--- src/rtl/serial_adder_pkg.sv ---
// Shared definitions for the bit-serial adder: FSM state encoding and default operand width.
package serial_adder_pkg;

    localparam int DEFAULT_WIDTH = 8;

    typedef enum logic [1:0] {
        ST_IDLE = 2'd0,
        ST_RUN  = 2'd1,
        ST_DONE = 2'd2
    } state_e;

endpackage

--- src/rtl/bit_full_adder.sv ---
// One-bit full adder cell; the single datapath element time-shared by serial_adder_ctrl.
module bit_full_adder (
    input  logic a_i,
    input  logic b_i,
    input  logic c_i,
    output logic s_o,
    output logic c_o
);

    assign s_o = a_i ^ b_i ^ c_i;
    assign c_o = (a_i & b_i) | (c_i & (a_i ^ b_i));

endmodule

--- src/rtl/serial_adder_ctrl.sv ---
// Bit-serial WIDTH-bit adder: one full-adder cell, LSB first, start/busy/done handshake.
// Optional subtract mode (sub port) is enabled by defining SERIAL_ADDER_SUB_EN.
module serial_adder_ctrl
    import serial_adder_pkg::*;
#(
    parameter int WIDTH = DEFAULT_WIDTH
) (
    input  logic             clk,
    input  logic             rst_n,
    input  logic             start,
    input  logic [WIDTH-1:0] inA,
    input  logic [WIDTH-1:0] inB,
    input  logic             cin,
`ifdef SERIAL_ADDER_SUB_EN
    input  logic             sub,
`endif
    output logic             busy,
    output logic             done,
    output logic [WIDTH-1:0] sum,
    output logic             cout
);

    localparam int             CW   = $clog2(WIDTH);
    localparam logic [CW-1:0]  LAST = CW'(WIDTH - 1);

    state_e           state_q, state_d;
    logic [WIDTH-1:0] a_q, a_d;
    logic [WIDTH-1:0] b_q, b_d;
    logic [WIDTH-1:0] res_q, res_d;
    logic [WIDTH-1:0] sum_q, sum_d;
    logic             carry_q, carry_d;
    logic             cout_q, cout_d;
    logic [CW-1:0]    cnt_q, cnt_d;

    logic [WIDTH-1:0] b_load;
    logic             c_load;
    logic             cell_s, cell_c;

`ifdef SERIAL_ADDER_SUB_EN
    // Subtraction as A + ~B + 1; cout then reads as "no borrow".
    assign b_load = sub ? ~inB : inB;
    assign c_load = sub | cin;
`else
    assign b_load = inB;
    assign c_load = cin;
`endif

    bit_full_adder u_cell (
        .a_i (a_q[0]),
        .b_i (b_q[0]),
        .c_i (carry_q),
        .s_o (cell_s),
        .c_o (cell_c)
    );

    always_comb begin
        // NOTE: every variable gets its hold value first so no path through the case infers a latch.
        state_d = state_q;
        a_d     = a_q;
        b_d     = b_q;
        res_d   = res_q;
        sum_d   = sum_q;
        carry_d = carry_q;
        cout_d  = cout_q;
        cnt_d   = cnt_q;

        case (state_q)
            ST_IDLE: begin
                if (start) begin
                    a_d     = inA;
                    b_d     = b_load;
                    carry_d = c_load;
                    cnt_d   = '0;
                    state_d = ST_RUN;
                end
            end
            ST_RUN: begin
                a_d     = a_q >> 1;
                b_d     = b_q >> 1;
                res_d   = {cell_s, res_q[WIDTH-1:1]};
                carry_d = cell_c;
                cnt_d   = cnt_q + CW'(1);
                if (cnt_q == LAST) begin
                    sum_d   = {cell_s, res_q[WIDTH-1:1]};
                    cout_d  = cell_c;
                    state_d = ST_DONE;
                end
            end
            ST_DONE: state_d = ST_IDLE;
            default: state_d = ST_IDLE;
        endcase
    end

    // NOTE: all datapath registers are reset too, so an abandoned operation leaves no stale bits.
    always_ff @(posedge clk or negedge rst_n) begin
        if (!rst_n) begin
            state_q <= ST_IDLE;
            a_q     <= '0;
            b_q     <= '0;
            res_q   <= '0;
            sum_q   <= '0;
            carry_q <= 1'b0;
            cout_q  <= 1'b0;
            cnt_q   <= '0;
        end else begin
            // NOTE: non-blocking so every register samples the pre-edge values of the others.
            state_q <= state_d;
            a_q     <= a_d;
            b_q     <= b_d;
            res_q   <= res_d;
            sum_q   <= sum_d;
            carry_q <= carry_d;
            cout_q  <= cout_d;
            cnt_q   <= cnt_d;
        end
    end

    assign busy = (state_q != ST_IDLE);
    assign done = (state_q == ST_DONE);
    assign sum  = sum_q;
    assign cout = cout_q;

endmodule

--- config.mk ---
export PLATFORM = sky130hd
export DESIGN_NAME = serial_adder_ctrl
export DESIGN_NICKNAME = d
export VERILOG_FILES = /design/src/rtl/serial_adder_pkg.sv /design/src/rtl/bit_full_adder.sv /design/src/rtl/serial_adder_ctrl.sv
export SDC_FILE = /design/constraint.sdc
export NUM_CORES = 1
export LEC_CHECK = 0
export BUFFER_PORTS_ARGS = -buffer_cell sky130_fd_sc_hd__buf_2
export CORE_MARGIN = 2
export CORE_UTILIZATION = 40
export CTS_CLUSTER_SIZE = 12
export DETAILED_ROUTE_END_ITERATION = 7
export HOLD_SLACK_MARGIN = 0.15
export PLACE_DENSITY = 0.6
export RECOVER_POWER = 50
export SLEW_MARGIN = 10
export SYNTH_ARGS = -nofsm -noshare
export SYNTH_HDL_FRONTEND = slang
export SYNTH_HIERARCHICAL = 1
export SYNTH_SLANG_ARGS = --single-unit
export TNS_END_PERCENT = 1
--- constraint.sdc ---
create_clock -name clk -period 3.8 [get_ports clk]
set_clock_uncertainty 0.1 [all_clocks]
set_input_delay 0.38 -clock clk [delete_from_list [all_inputs] [get_ports clk]]
set_output_delay 0.38 -clock clk [all_outputs]
set_load 0.05 [all_outputs]
==> summary.txt <==
Outcome -> finished with violations
Failing checks -> max-capacitance violations, max-slew violations
RePlAce Congestion -> 0.7359
Largest net degree at the start of global routing -> 39
Antenna cells -> 0
Rows -> 23
Area delta synth->final -> 15.32%
Clk root buf -> clkbuf_8
Slew at the pin closest to its max-slew limit -> 1999 ps
Grt ovf -> 0
WL per Instance -> 14.21 µm
Syn_area_per_cell -> 10.67 µm²
Starting Density -> 42.56%
Yosys warns -> 6
Total CTS buffers -> 5
CTS max path bufs -> 2
Mapped cell area -> 1739 µm²
PwrDens -> 900.3 nW/µm²
Area post-placement -> 1896 µm²
Period minus WS final -> 2454 ps
Final period util -> 64.59%
GRT Total Usage -> 14.88%
CP Class -> primary input to async pin
Cells after Synth -> 163
Number of global-route vias before repair -> 1267
Worst EP arrival -> 2340 ps
Post-CTS Setup Repair Bufs -> 0
Clk pwr share -> 18.7%
DP HPWL -> 2284 µm
Port Buffers -> 30
Final hold slack -> 233.8 ps
Met3 Usage GRT -> 4.040%
Critical-path cell list -> dlygate4sd3_1 > clkbuf_1
Htree depth -> 2
Clock slew at reported path FFs -> 70 ps
Setup TNS -> 0 ps
Pre-Repair DR Iteration Count -> 4
Area contributors post-synth -> dfrtp_1, nor3_1, mux2_4, o22ai_1, nand2_1
Die area -> 4892 µm²
Critical Path Max Stage Delay -> 1430 ps
Seq/Total Area, Yosys -> 54.68%
Sw power -> 0.7289 mW
Gate power share -> 41.0%
Post-synth top area share -> 54.68%
Share of cells above drive strength 1 -> 21.47%
Post-Syn Nets -> 186
Hold-fix buffers, CTS -> 1
First-pass GRT wire length -> 5851 µm
Dpl ws -> 1880 ps
RSZ-0062 raised after global routing -> no
Die W -> 69.94 µm
Peak Freq -> 407.4 MHz
Met2 GRT Util -> 25.82%
Yosys cell types -> 23
Critical Path Source Type -> primary input
Non-Filler Instances -> 241
Initial antenna violation count -> 0
Worst slew margin -> -33.29%
Die height -> 69.94 µm
Util after Layout -> 49.08%
Met1 usage -> 18.01%
Clock sinks -> 38
Hold crit path type -> primary input to flop
Final wirelength -> 3424 µm
DRC errors left -> 0
CP endpoint kind -> async pin
Setup Viol. Count Final -> 0
Most crowded layer after global routing -> met2
Final hold vios -> 0
Final Max Slew Viols -> 39
Antenna-violating nets left -> 0
CP max FO -> 38
Tot Pwr -> 1.806 mW
Reg power frac -> 40.3%
Core ar. -> 4086 µm²
Vias -> 1280
Final Cell Area -> 2006 µm²
Area leader, netlist -> dfrtp_1
Vias per cell -> 5.311
DR iter-0 viols -> 70
Fillers -> 388
CP delay by family, top -> buffers and inverters
Slowest cell on the critical path -> clkbuf_1
Synth Register Bits -> 38
Sw frac -> 40.36%
Nets@finish -> 214
Buf/Inv on CP -> 2
Peak supply drop -> 403.6 µV
CTS tree -> built
# resized after CTS -> 0
P_leak -> 0.9324 nW
Post-route setup slack -> 1346 ps
Ports -> 31
Flop-to-flop setup slack -> 1970 ps
P_int -> 1.077 mW
Placed insts -> 233
Max cap viols -> 1
CP required -> 3690 ps
Clk_lat worst skew -> 280 ps
[path summary, 6_finish.rpt]
check / start / endpoint / cells past startpoint
setup / recovery: rst_n / carry_q / 2
max in group clk: state_q[1] / done / 3
setup reg to reg: state_q[0] / b_q[1] / 4
hold reg to reg: res_q[1] / res_q[1] / 2
min in group asynchronous: rst_n / sum[1] / 2
hold / removal: inA[7] / a_q[7] / 3
[power groups by stage]
stage	Sequential (mW)	Combinational (mW)	Clock, mW
final	0.728	0.741	0.337
after global routing	0.755	0.824	0.362
after floorplan	0.854	0.487	0
after CTS	0.726	0.769	0.348
after detailed placement	0.733	0.766	0
after global placement	0.724	0.741	0
[cell usage in the layout (no fill, tap or decap), drive strengths merged]
cell,synthesis,layout
nand2,25,25
bufinv,0,1
nor2,7,7
o22ai,15,15
nor3,33,33
a22o,2,2
buf,7,21
inv,2,2
fa,1,1
dfrtp,38,38
dlygate4sd3,0,1
or2,2,2
o32ai,4,4
nand2b,2,2
mux2i,1,1
o21ai,6,6
nor2b,2,2
clkbuf,4,16
clkinv,1,1
ha,2,2
mux2,9,9
[state kept, by name (all words and copies together), names as in the netlist]
register  cells
a_q           8
b_q           8
carry_q       1
cnt_q         3
cout          1
res_q         7
state_q       2
sum           8
[cell families after synthesis]
| logic type | after synthesis | synth area share (%) |
|---|---|---|
| adders and majority gates | 3 | 2.590 |
| buffers and inverters | 14 | 4.316 |
| AOI/OAI and AO/OA | 27 | 10.14 |
| muxes | 10 | 8.345 |
| DFF | 38 | 54.68 |
| and+or+nand+nor | 71 | 19.93 |
[synth_stat cells, drive strengths merged]
master and number:
mux2 9, or2 2, ha 2, o32ai 4
clkinv 1, buf 7, clkbuf 4, dfrtp 38
inv 2, nor2b 2, o21ai 6, nand2b 2
fa 1, nand2 25, nor3 33, nor2 7
a22o 2, o22ai 15, mux2i 1
[final cells by class]
type | instances | area (µm²) | area share, %
Inverter | 3 | 11.26 | 0.5614
Clock buffer | 6 | 82.58 | 4.117
Sequential cell | 38 | 950.9 | 47.41
Clock inverter | 1 | 30.03 | 1.497
Multi-Input combinational cell | 111 | 713.2 | 35.56
Timing Repair Buffer | 32 | 155.1 | 7.736
Tap cell | 50 | 62.56 | 3.119
[routing by layer]
| layer | up-vias | wire length [µm] | share of wire (%) |
|---|---|---|---|
| met5 | - | 0 | 0 |
| met4 | 0 | 29 | 0.85 |
| met2 | 27 | 1687 | 49 |
| met3 | 4 | 148 | 4.3 |
| li1 | 640 | - | - |
| met1 | 609 | 1558 | 46 |
No activity file was read; power rests on OpenSTA's default activity.
